[config.mk]
export PLATFORM = sky130hd
export DESIGN_NAME = id_exe_ctrl
export DESIGN_NICKNAME = d
export VERILOG_FILES = /design/src/rtl/mips_pkg.sv /design/src/rtl/id_decode.sv /design/src/rtl/id_exe_ctrl.sv
export SDC_FILE = /design/constraint.sdc
export NUM_CORES = 1
export LEC_CHECK = 0
export BUFFER_PORTS_ARGS = -buffer_cell sky130_fd_sc_hd__buf_2
export CAP_MARGIN = 5
export CORE_MARGIN = 1.5
export CORE_UTILIZATION = 45
export CTS_CLUSTER_DIAMETER = 40
export DETAILED_ROUTE_END_ITERATION = 8
export HOLD_SLACK_MARGIN = 0.12
export PLACE_DENSITY = 0.81
export SLEW_MARGIN = 20
export SYNTH_ARGS = -nofsm -noshare
export SYNTH_HDL_FRONTEND = slang
export SYNTH_SLANG_ARGS = --single-unit
[constraint.sdc]
create_clock -name clk -period 2.8 [get_ports clk]
set_clock_uncertainty 0.2 [all_clocks]
set_input_delay 0.56 -clock clk [delete_from_list [all_inputs] [get_ports clk]]
set_output_delay 0.56 -clock clk [all_outputs]
set_load 0.02 [all_outputs]
[src/rtl/mips_pkg.sv]
// Opcode/funct constants, ALU command and branch codes, and the ID->EX control
// bundle shared by the decoder and the ID/EX register.
package mips_pkg;

  localparam logic [5:0] OP_RTYPE = 6'b000000;
  localparam logic [5:0] OP_J     = 6'b000010;
  localparam logic [5:0] OP_BEQ   = 6'b000100;
  localparam logic [5:0] OP_BNE   = 6'b000101;
  localparam logic [5:0] OP_ADDI  = 6'b001000;
  localparam logic [5:0] OP_ANDI  = 6'b001100;
  localparam logic [5:0] OP_ORI   = 6'b001101;
  localparam logic [5:0] OP_XORI  = 6'b001110;
  localparam logic [5:0] OP_LW    = 6'b100011;
  localparam logic [5:0] OP_SW    = 6'b101011;

  localparam logic [5:0] FN_SLL = 6'b000000;
  localparam logic [5:0] FN_SRL = 6'b000010;
  localparam logic [5:0] FN_SRA = 6'b000011;
  localparam logic [5:0] FN_ADD = 6'b100000;
  localparam logic [5:0] FN_SUB = 6'b100010;
  localparam logic [5:0] FN_AND = 6'b100100;
  localparam logic [5:0] FN_OR  = 6'b100101;
  localparam logic [5:0] FN_XOR = 6'b100110;
  localparam logic [5:0] FN_NOR = 6'b100111;

  typedef enum logic [3:0] {
    EXE_ADD = 4'b0000,
    EXE_SUB = 4'b0010,
    EXE_AND = 4'b0100,
    EXE_OR  = 4'b0101,
    EXE_NOR = 4'b0110,
    EXE_XOR = 4'b0111,
    EXE_SLL = 4'b1000,
    EXE_SRA = 4'b1001,
    EXE_SRL = 4'b1010
  } exe_cmd_e;

  typedef enum logic [1:0] {
    BR_NONE = 2'b00,
    BR_BEQ  = 2'b01,
    BR_BNE  = 2'b10,
    BR_J    = 2'b11
  } br_type_e;

  typedef struct packed {
    exe_cmd_e    exe_cmd;
    logic [4:0]  src1;
    logic [4:0]  src2;
    logic [4:0]  dest;
    logic [31:0] imm;
    logic        imm_sel;
    logic        mem_read;
    logic        mem_write;
    logic        wb_en;
    br_type_e    br_type;
    logic        illegal;
  } ctrl_t;

  localparam ctrl_t CTRL_BUBBLE = '0;

endpackage

[src/rtl/id_decode.sv]
// Pure combinational decode of one instruction into the EX control bundle,
// plus the operand-use flags that feed load-use detection.
module id_decode
  import mips_pkg::*;
(
  input  logic [31:0] instr,
  output ctrl_t       ctrl,
  output logic        use1,
  output logic        use2
);

  logic [5:0]  op;
  logic [5:0]  funct;
  logic [4:0]  rs;
  logic [4:0]  rt;
  logic [4:0]  rd;
  logic [4:0]  shamt;
  logic [31:0] imm_sext;
  logic [31:0] imm_zext;
  logic        r_arith;
  logic        r_shift;

  assign op       = instr[31:26];
  assign rs       = instr[25:21];
  assign rt       = instr[20:16];
  assign rd       = instr[15:11];
  assign shamt    = instr[10:6];
  assign funct    = instr[5:0];
  assign imm_sext = {{16{instr[15]}}, instr[15:0]};
  assign imm_zext = {16'b0, instr[15:0]};

  // Unmatched op/funct falls through to the illegal default: ADD, no side effects.
  always_comb begin
    ctrl         = CTRL_BUBBLE;
    ctrl.exe_cmd = EXE_ADD;
    ctrl.src1    = rs;
    ctrl.src2    = rt;
    use1         = 1'b1;
    use2         = 1'b0;
    r_arith      = 1'b0;
    r_shift      = 1'b0;
    case (op)
      OP_RTYPE: begin
        case (funct)
          FN_ADD:  begin ctrl.exe_cmd = EXE_ADD; r_arith = 1'b1; end
          FN_SUB:  begin ctrl.exe_cmd = EXE_SUB; r_arith = 1'b1; end
          FN_AND:  begin ctrl.exe_cmd = EXE_AND; r_arith = 1'b1; end
          FN_OR:   begin ctrl.exe_cmd = EXE_OR;  r_arith = 1'b1; end
          FN_XOR:  begin ctrl.exe_cmd = EXE_XOR; r_arith = 1'b1; end
          FN_NOR:  begin ctrl.exe_cmd = EXE_NOR; r_arith = 1'b1; end
          FN_SLL:  begin ctrl.exe_cmd = EXE_SLL; r_shift = 1'b1; end
          FN_SRL:  begin ctrl.exe_cmd = EXE_SRL; r_shift = 1'b1; end
          FN_SRA:  begin ctrl.exe_cmd = EXE_SRA; r_shift = 1'b1; end
          default: ctrl.illegal = 1'b1;
        endcase
        if (r_arith) begin
          ctrl.dest  = rd;
          ctrl.wb_en = 1'b1;
          use2       = 1'b1;
        end
        if (r_shift) begin
          ctrl.src1    = rt;
          ctrl.imm     = {27'b0, shamt};
          ctrl.imm_sel = 1'b1;
          ctrl.dest    = rd;
          ctrl.wb_en   = 1'b1;
        end
      end
      OP_ADDI, OP_LW: begin
        ctrl.imm      = imm_sext;
        ctrl.imm_sel  = 1'b1;
        ctrl.dest     = rt;
        ctrl.wb_en    = 1'b1;
        ctrl.mem_read = (op == OP_LW);
      end
      OP_SW: begin
        ctrl.imm       = imm_sext;
        ctrl.imm_sel   = 1'b1;
        ctrl.mem_write = 1'b1;
        use2           = 1'b1;
      end
      OP_ANDI, OP_ORI, OP_XORI: begin
        ctrl.exe_cmd = (op == OP_ANDI) ? EXE_AND : (op == OP_ORI) ? EXE_OR : EXE_XOR;
        ctrl.imm     = imm_zext;
        ctrl.imm_sel = 1'b1;
        ctrl.dest    = rt;
        ctrl.wb_en   = 1'b1;
      end
      OP_BEQ, OP_BNE: begin
        ctrl.exe_cmd = EXE_SUB;
        ctrl.imm     = imm_sext;
        ctrl.br_type = (op == OP_BEQ) ? BR_BEQ : BR_BNE;
        use2         = 1'b1;
      end
      OP_J: begin
        ctrl.src1    = 5'd0;
        ctrl.src2    = 5'd0;
        ctrl.imm     = {6'b0, instr[25:0]};
        ctrl.br_type = BR_J;
        use1         = 1'b0;
      end
      default: ctrl.illegal = 1'b1;
    endcase
  end

endmodule

[src/rtl/id_exe_ctrl.sv]
// ID-stage control: ID/EX register, load-use bubble insertion, stall/flush
// handling and a saturating count of issued illegal instructions.
module id_exe_ctrl
  import mips_pkg::*;
#(
  parameter int ILL_CNT_W = 8
) (
  input  logic                 clk,
  input  logic                 rst_n,
  input  logic [31:0]          instr_i,
  input  logic                 instr_valid_i,
  input  logic [31:0]          pc_i,
  input  logic                 stall_i,
  input  logic                 flush_i,
  output logic                 stall_o,
  output logic                 valid_o,
  output logic [3:0]           exe_cmd_o,
  output logic [4:0]           src1_o,
  output logic [4:0]           src2_o,
  output logic [4:0]           dest_o,
  output logic [31:0]          imm_o,
  output logic                 imm_sel_o,
  output logic                 mem_read_o,
  output logic                 mem_write_o,
  output logic                 wb_en_o,
  output logic [1:0]           br_type_o,
  output logic [31:0]          pc_o,
  output logic                 illegal_o,
  output logic [ILL_CNT_W-1:0] illegal_cnt_o
);

  ctrl_t                dec;
  ctrl_t                slot_q;
  logic                 use1;
  logic                 use2;
  logic                 valid_q;
  logic [31:0]          pc_q;
  logic [ILL_CNT_W-1:0] cnt_q;
  logic                 load_use;

  id_decode u_decode (
    .instr (instr_i),
    .ctrl  (dec),
    .use1  (use1),
    .use2  (use2)
  );

  // The bubble loaded on a hazard clears valid_q, so the replayed instruction cannot re-trigger it.
  assign load_use = instr_valid_i & valid_q & slot_q.mem_read & (slot_q.dest != 5'd0)
                  & ((use1 & (dec.src1 == slot_q.dest)) | (use2 & (dec.src2 == slot_q.dest)));

  assign stall_o = ~flush_i & (stall_i | load_use);

  always_ff @(posedge clk or negedge rst_n) begin
    if (!rst_n) begin
      slot_q  <= CTRL_BUBBLE;
      valid_q <= 1'b0;
      pc_q    <= 32'd0;
      cnt_q   <= '0;
    end else if (flush_i) begin
      slot_q  <= CTRL_BUBBLE;
      valid_q <= 1'b0;
      pc_q    <= 32'd0;
    end else if (stall_i) begin
      slot_q  <= slot_q;
      valid_q <= valid_q;
      pc_q    <= pc_q;
    end else if (load_use || !instr_valid_i) begin
      slot_q  <= CTRL_BUBBLE;
      valid_q <= 1'b0;
      pc_q    <= 32'd0;
    end else begin
      slot_q  <= dec;
      valid_q <= 1'b1;
      pc_q    <= pc_i;
      if (dec.illegal && (cnt_q != '1))
        cnt_q <= cnt_q + ILL_CNT_W'(1);
    end
  end

  assign valid_o       = valid_q;
  assign exe_cmd_o     = slot_q.exe_cmd;
  assign src1_o        = slot_q.src1;
  assign src2_o        = slot_q.src2;
  assign dest_o        = slot_q.dest;
  assign imm_o         = slot_q.imm;
  assign imm_sel_o     = slot_q.imm_sel;
  assign mem_read_o    = slot_q.mem_read;
  assign mem_write_o   = slot_q.mem_write;
  assign wb_en_o       = slot_q.wb_en;
  assign br_type_o     = slot_q.br_type;
  assign pc_o          = pc_q;
  assign illegal_o     = slot_q.illegal;
  assign illegal_cnt_o = cnt_q;

endmodule

After elaboration in Yosys (flattened, before gate mapping). Cells that the tools add are included.

Latch bits: 0. Memories: 0. Input bits: 69. Memory bits (read-only): 0. Logic and storage cells: 102. RAM bits: 0. Flip-flop bits (word level): 99. Output and inout bits: 100.

$lt $le $gt $ge: 0. Equality and inequality tests: 21. Bitwise operators: 12. Divide/modulo/power cells: 0. Mux-type cells: 36. Reductions and logical operators: 18. Add/subtract/negate cells: 1. Multipliers: 0. Shift-type cells: 0.

Operators by type and width (count): 58-bit 2-to-1 mux (3); 32-bit case mux with 4 select lines (1); 32-bit 2-to-1 mux (3); 6-bit equality test (second input constant) (8); 38-bit 2-to-1 mux (1); 4-bit case mux with 8 select lines (1); 6-bit by 4-bit equality test with 1-bit output (second input constant) (4); 5-bit case mux with 2 select lines (2); 6-bit by 2-bit equality test with 1-bit output (second input constant) (3); 9-bit OR reduction (2); 5-bit 2-to-1 mux (3); 1-bit 2-to-1 mux (13); 6-bit by 3-bit equality test with 1-bit output (second input constant) (2); 6-bit zero test (2); 4-bit case mux with 3 select lines (1); 6-bit OR reduction (2); 5-bit equality test (2); 5-bit OR reduction (2); 3-bit OR reduction (3); 8-bit by 1-bit adder with 8-bit output (second input constant) (1); 8-bit != test (second input constant) (1); 1-bit case mux with 2 select lines (4); 1-bit AND (7); 5-bit nonzero test (1); 11 further kinds (16).

Logic depth before layout (Yosys ltp).
Word-level depth: 14. Depth in mapped cells: 11. Depth with buffers taken out: 8.

By module. From an unflattened synthesis, not the netlist that was laid out.

Cells, all modules: 390. Area, all modules: 4596.9 µm².

By module, submodules not included: id_exe_ctrl (instances 1, area an instance 3727.3 µm², sequential area each 2477.4 µm², cells an instance 258); id_decode (instances 1, area an instance 869.6 µm², sequential area each 0.0 µm², cells an instance 132).

Least setup slack after synthesis. Ideal clock, no wire load.

Path kind: input port to output port. Start: input instr_i[31]. End: output stall_o. Data required time: 2.040 ns. Path buffers: 1. Arrival time: 2.508 ns. Path slack: -0.468 ns. Stages: 8. Cells stage by stage: buf_2 nor3_4 nand2_2 a211o_1 o221a_4 o41ai_4 nor2_1 nor2_1.

Longest elaborated chain between the ends: 8. Elaborated cells on any way between the ends: 18. Classes of those cells: 6 x eq/ne; 4 x mux; 6 x bitwise; 2 x reduce/logical.

RTL lines: start, declared (line id_exe_ctrl.sv:10) `input logic [31:0] instr_i,`; 6-bit by 2-bit equality test with 1-bit output, or another cell as far along (line id_decode.sv:42) `case (op)`; 5-bit case mux with 2 select lines, or another cell as far along (line id_decode.sv:42); 5-bit equality test / 1-bit case mux with 2 select lines (equally long branches) (line id_exe_ctrl.sv:50, id_decode.sv:42); 1-bit AND (line id_exe_ctrl.sv:50) `& ((use1 & (dec.src1 == slot_q.dest)) | (use2 & (dec.src2 == slot_q.dest)));`; 1-bit OR (*) (line id_exe_ctrl.sv:50); 1-bit AND (*) (line id_exe_ctrl.sv:50); 1-bit OR (*) (line id_exe_ctrl.sv:52) `assign stall_o = ~flush_i & (stall_i | load_use);`; 1-bit AND (*) (line id_exe_ctrl.sv:52); end, declared (line id_exe_ctrl.sv:15) `output logic stall_o,`.

Every way passes the cells marked *; elsewhere a longest branch is shown, timed or not.

Worst setup path in the final report.
Start: input instr_i[4]. End: output stall_o.

Longest elaborated chain between the ends: 12. Elaborated cells on any way between the ends: 26. Classes of those cells: 9 x eq/ne; 8 x mux; 6 x bitwise; 3 x reduce/logical.

RTL lines: 6-bit by 2-bit equality test with 1-bit output / 6-bit zero test (equally long branches) (line id_decode.sv:44) `case (funct)`; 3-bit OR reduction (no line); 1-bit 2-to-1 mux (line id_decode.sv:44); 1-bit 2-to-1 mux (line id_decode.sv:42); 5-bit 2-to-1 mux (line id_decode.sv:61) `if (r_shift) begin`; 5-bit case mux with 2 select lines (line id_decode.sv:42); 5-bit equality test (line id_exe_ctrl.sv:50); 1-bit AND (line id_exe_ctrl.sv:50); 1-bit OR (*) (line id_exe_ctrl.sv:50); 1-bit AND (*) (line id_exe_ctrl.sv:50); 1-bit OR (*) (line id_exe_ctrl.sv:52); 1-bit AND (*) (line id_exe_ctrl.sv:52).

Every way passes the cells marked *; elsewhere a longest branch is shown, timed or not. The select of a mux whose other input is x is not followed.

==> impl_metrics.py <==
metrics = {
    "status": {
        "outcome": "complete, but fails checks",
        "failed_checks": "setup timing",
    },
    "run": {
        "drv_cap": 0,
    },
    "timing": {
        "report.final.slew_viol_count": 0,
        "worst_slack_ps": -401,
        "tightest_slew_ps": 512,
        "relSlewSlack_pct": 65.8,
        "period_share_pct": 114,
        "report.final.setup_viol": 2,
        "finalHoldViolations": 0,
        "timing.fmax_mhz": 312,
        "rsz0062_at_grt": "true",
        "period_minus_slack_ps": 3200,
    },
    "yosys": {
        "synth-seq-cells": 94,
        "synth_warnings": 0,
        "seq_area_frac_synth_pct": 52.3,
        "async_flop_share_pct": 100,
        "syn_avg_cell_area_um2": 10.4,
        "synthesis.instances": 432,
        "synthesis.area_um2": 4500,
        "synth_edf_count": 0,
        "synth_ff_type": "dfrtp_1",
        "synth.distinct_cells": 60,
        "synth.net_count": 502,
    },
    "cells_and_area": {
        "layout-drive-gt1-share_pct": 46.1,
        "fin_cells": 794,
        "mostFrequentLayoutCell": "buf_2",
        "final_cell_mix": "buf_2, dfrtp_1, buf_4, a22o_1, nand2_1",
        "multi_input_comb_area_um2": 2160,
        "syn_to_final_growth_pct": 42.7,
        "fillCellCount": 780,
        "nets": 728,
        "regArea_um2": 2350,
        "diodes": 0,
    },
    "die": {
        "core.rowCount": 36,
        "dieArea_um2": 10600,
        "pin_count": 169,
        "coreArea_um2": 9730,
        "die_y_um": 103,
        "start_util_pct": 46.2,
        "die_x_um": 103,
    },
    "worst_setup_path": {
        "critPathLaunchType": "input port",
        "r2r_slack_ps": 160,
        "cp-end-kind": "output pin",
        "crit_slowest_cell": "o41ai_4",
        "worst_path_largest_cell_delay_ps": 370,
        "critPathRequiredTime_ps": 2040,
        "path_max_fanout": 5,
        "crit_path_cell_trace": "buf_2 -> nor2_4 -> buf_6 -> and3_4 -> nor3b_2 -> a211o_1 -> o221a_4 -> o41ai_4 -> nor2_1 -> nor2_2 -> buf_6",
        "crit_top_cell": "buf_6",
        "cp.arrival_ps": 2440,
        "crit_type": "input port to output pin",
    },
    "global_routing": {
        "grt_max_degree": 63,
        "top_usage_layer": "met2",
        "grt_pass1_wl_um": 22200,
        "use_met3_pct": 6.03,
        "grt_pass1_vias": 4380,
        "grt_use_total_pct": 27.5,
        "grt_overflow_total": 0,
        "groute.layer.met2.usage_pct": 46.7,
        "antenna_found_initial": 0,
        "grt_use_met1_pct": 34.7,
    },
    "clock_network": {
        "cts_tree": "done",
        "h-tree-depth": 3,
        "insertion_delay_ps": 360,
        "cts_buffers": 9,
        "clockRootBuffer": "clkbuf_8",
        "cts.reportedPaths.clkPinSlew_ps": 90,
        "cts_sinks": 94,
        "clk_path_buf_depth": 2,
    },
    "drt": {
        "drt-initial-drc-count": 277,
        "viasPerCell": 5.72,
        "final_antenna_net_count": 0,
        "first_pass_iters": 4,
        "wire_per_inst_um": 18.5,
        "drt_wl_total_um": 14700,
        "via_count": 4544,
        "drc": 0,
    },
    "power_and_ir_drop": {
        "p_leak_nw": 3.32,
        "irDropWorstVdd_v": 0.000409,
        "powerDensity_nw_per_um2": 450,
        "power_mw": 2.88,
    },
    "placed_design": {
        "io_buffers": 168,
        "placedCellCount": 767,
        "gp_congestion": 0.919,
        "place_hpwl_um": 10400,
    },
    "min_path": {
        "hold_class": "input port to flip-flop",
    },
}
-- synth_stat cells (2+ instances only) --
| master | n | area share [%] |
|---|---|---|
| buf_4 | 5 | 0.84 |
| a211oi_1 | 3 | 0.50 |
| buf_1 | 2 | 0.17 |
| clkbuf_1 | 20 | 1.7 |
| a211o_1 | 2 | 0.39 |
| nor2_1 | 21 | 1.8 |
| nor3_1 | 7 | 0.78 |
| nand3_1 | 13 | 1.4 |
| nand2b_1 | 4 | 0.56 |
| o31ai_1 | 3 | 0.50 |
| a22oi_1 | 11 | 1.8 |
| xnor2_1 | 4 | 0.78 |
| and3_1 | 4 | 0.56 |
| nor4b_1 | 2 | 0.39 |
| nand2_1 | 42 | 3.5 |
| nor4_1 | 4 | 0.56 |
| buf_2 | 10 | 1.1 |
| a21boi_0 | 2 | 0.33 |
| a32o_1 | 8 | 1.8 |
| xor2_1 | 7 | 1.4 |
| nor2_2 | 2 | 0.28 |
| nor3b_1 | 5 | 0.84 |
| inv_1 | 6 | 0.50 |
| o21ai_1 | 9 | 1.0 |
| dfrtp_1 | 94 | 52 |
| a21oi_1 | 20 | 2.2 |
| nand4_1 | 3 | 0.42 |
| nor2b_1 | 5 | 0.70 |
| o22ai_1 | 4 | 0.56 |
| a22o_1 | 49 | 9.5 |
| a31oi_1 | 5 | 0.70 |
| o21ai_0 | 28 | 3.1 |
-- worst max-delay path, delay by kind of cell --
family,cells,cell delay (ps)
compound gates,3,910
buf+inv,3,370
simple gates,5,570
-- logic make-up (layout without fill, tap and decap cells) --
group | after synthesis | count (layout) | share of synthesized area, %
buf+inv | 44 | 270 | 4.54
xor+xnor | 11 | 11 | 2.14
flops | 94 | 94 | 52.3
fa+ha+maj | 1 | 1 | 0.278
simple gates | 125 | 128 | 15.0
compound gates | 155 | 155 | 25.2
mux | 2 | 2 | 0.473
-- sequential cells by signal, indices dropped and copies added, names as in the netlist --
register / flops
illegal_cnt_o: 8
imm_sel_o: 1
src1_o: 5
br_type_o: 2
dest_o: 5
imm_o: 27
illegal_o: 1
src2_o: 5
mem_read_o: 1
wb_en_o: 1
mem_write_o: 1
exe_cmd_o: 4
valid_o: 1
pc_o: 32
-- final timing paths --
kind | from | to | depth (start not counted)
max in group asynchronous | rst_n | pc_o[12] | 3
hold / removal | pc_i[25] | pc_o[25] | 2
setup / recovery | instr_i[4] | stall_o | 11
min in group asynchronous | rst_n | imm_o[25] | 2
setup reg to reg | dest_o[2] | illegal_cnt_o[3] | 9
hold reg to reg | imm_o[19] | imm_o[19] | 2
-- layout make-up --
| class | instances | share of cell area (%) |
|---|---|---|
| inverters | 6 | 0.351 |
| clock buffers | 11 | 2.36 |
| multi-input cells | 297 | 33.7 |
| flip-flops and latches | 94 | 36.7 |
| repair buffers | 250 | 24.0 |
| clock inverters | 3 | 0.332 |
| well taps | 133 | 2.59 |
-- per-layer routing --
layer  vias to the layer above  routed length, µm
met5                         -                  0
met4                         0                291
met3                        27               1190
met2                       215               7210
met1                      2239               6030
li1                       2063                  -
-- timing repair --
action                     CTS  global route
pin swaps                   12             6
buffers inserted             7             2
setup endpoints to repair   74            76
gates resized for setup     34            12
hold endpoints to repair    32             0
cloned                       2             2
hold buffers                 1             0
-- through the flow --
stage | setup WS [ps] | util, % | area, µm² | hold slack [ps] | TNS [ps]
2_1_floorplan | -396 | - | 4580 | 64.4 | -8040
3_5_place_dp | -738 | 60.9 | 5920 | 261 | -49450
6_report | -401 | 65.9 | 6410 | 212 | -468
3_3_place_gp | -638 | 60.9 | 5920 | 259 | -45180
4_1_cts | -425 | 65.2 | 6340 | 202 | -460
5_1_grt | -460 | 65.9 | 6410 | 203 | -983
-- power breakdown --
group          internal (mW)  total [mW]  switching (mW)
clock network          0.362       0.828           0.466
registers               1.42        1.48          0.0632
logic                  0.236       0.572           0.337
total                   2.02        2.88           0.866
No activity file was read; power rests on OpenSTA's default activity.
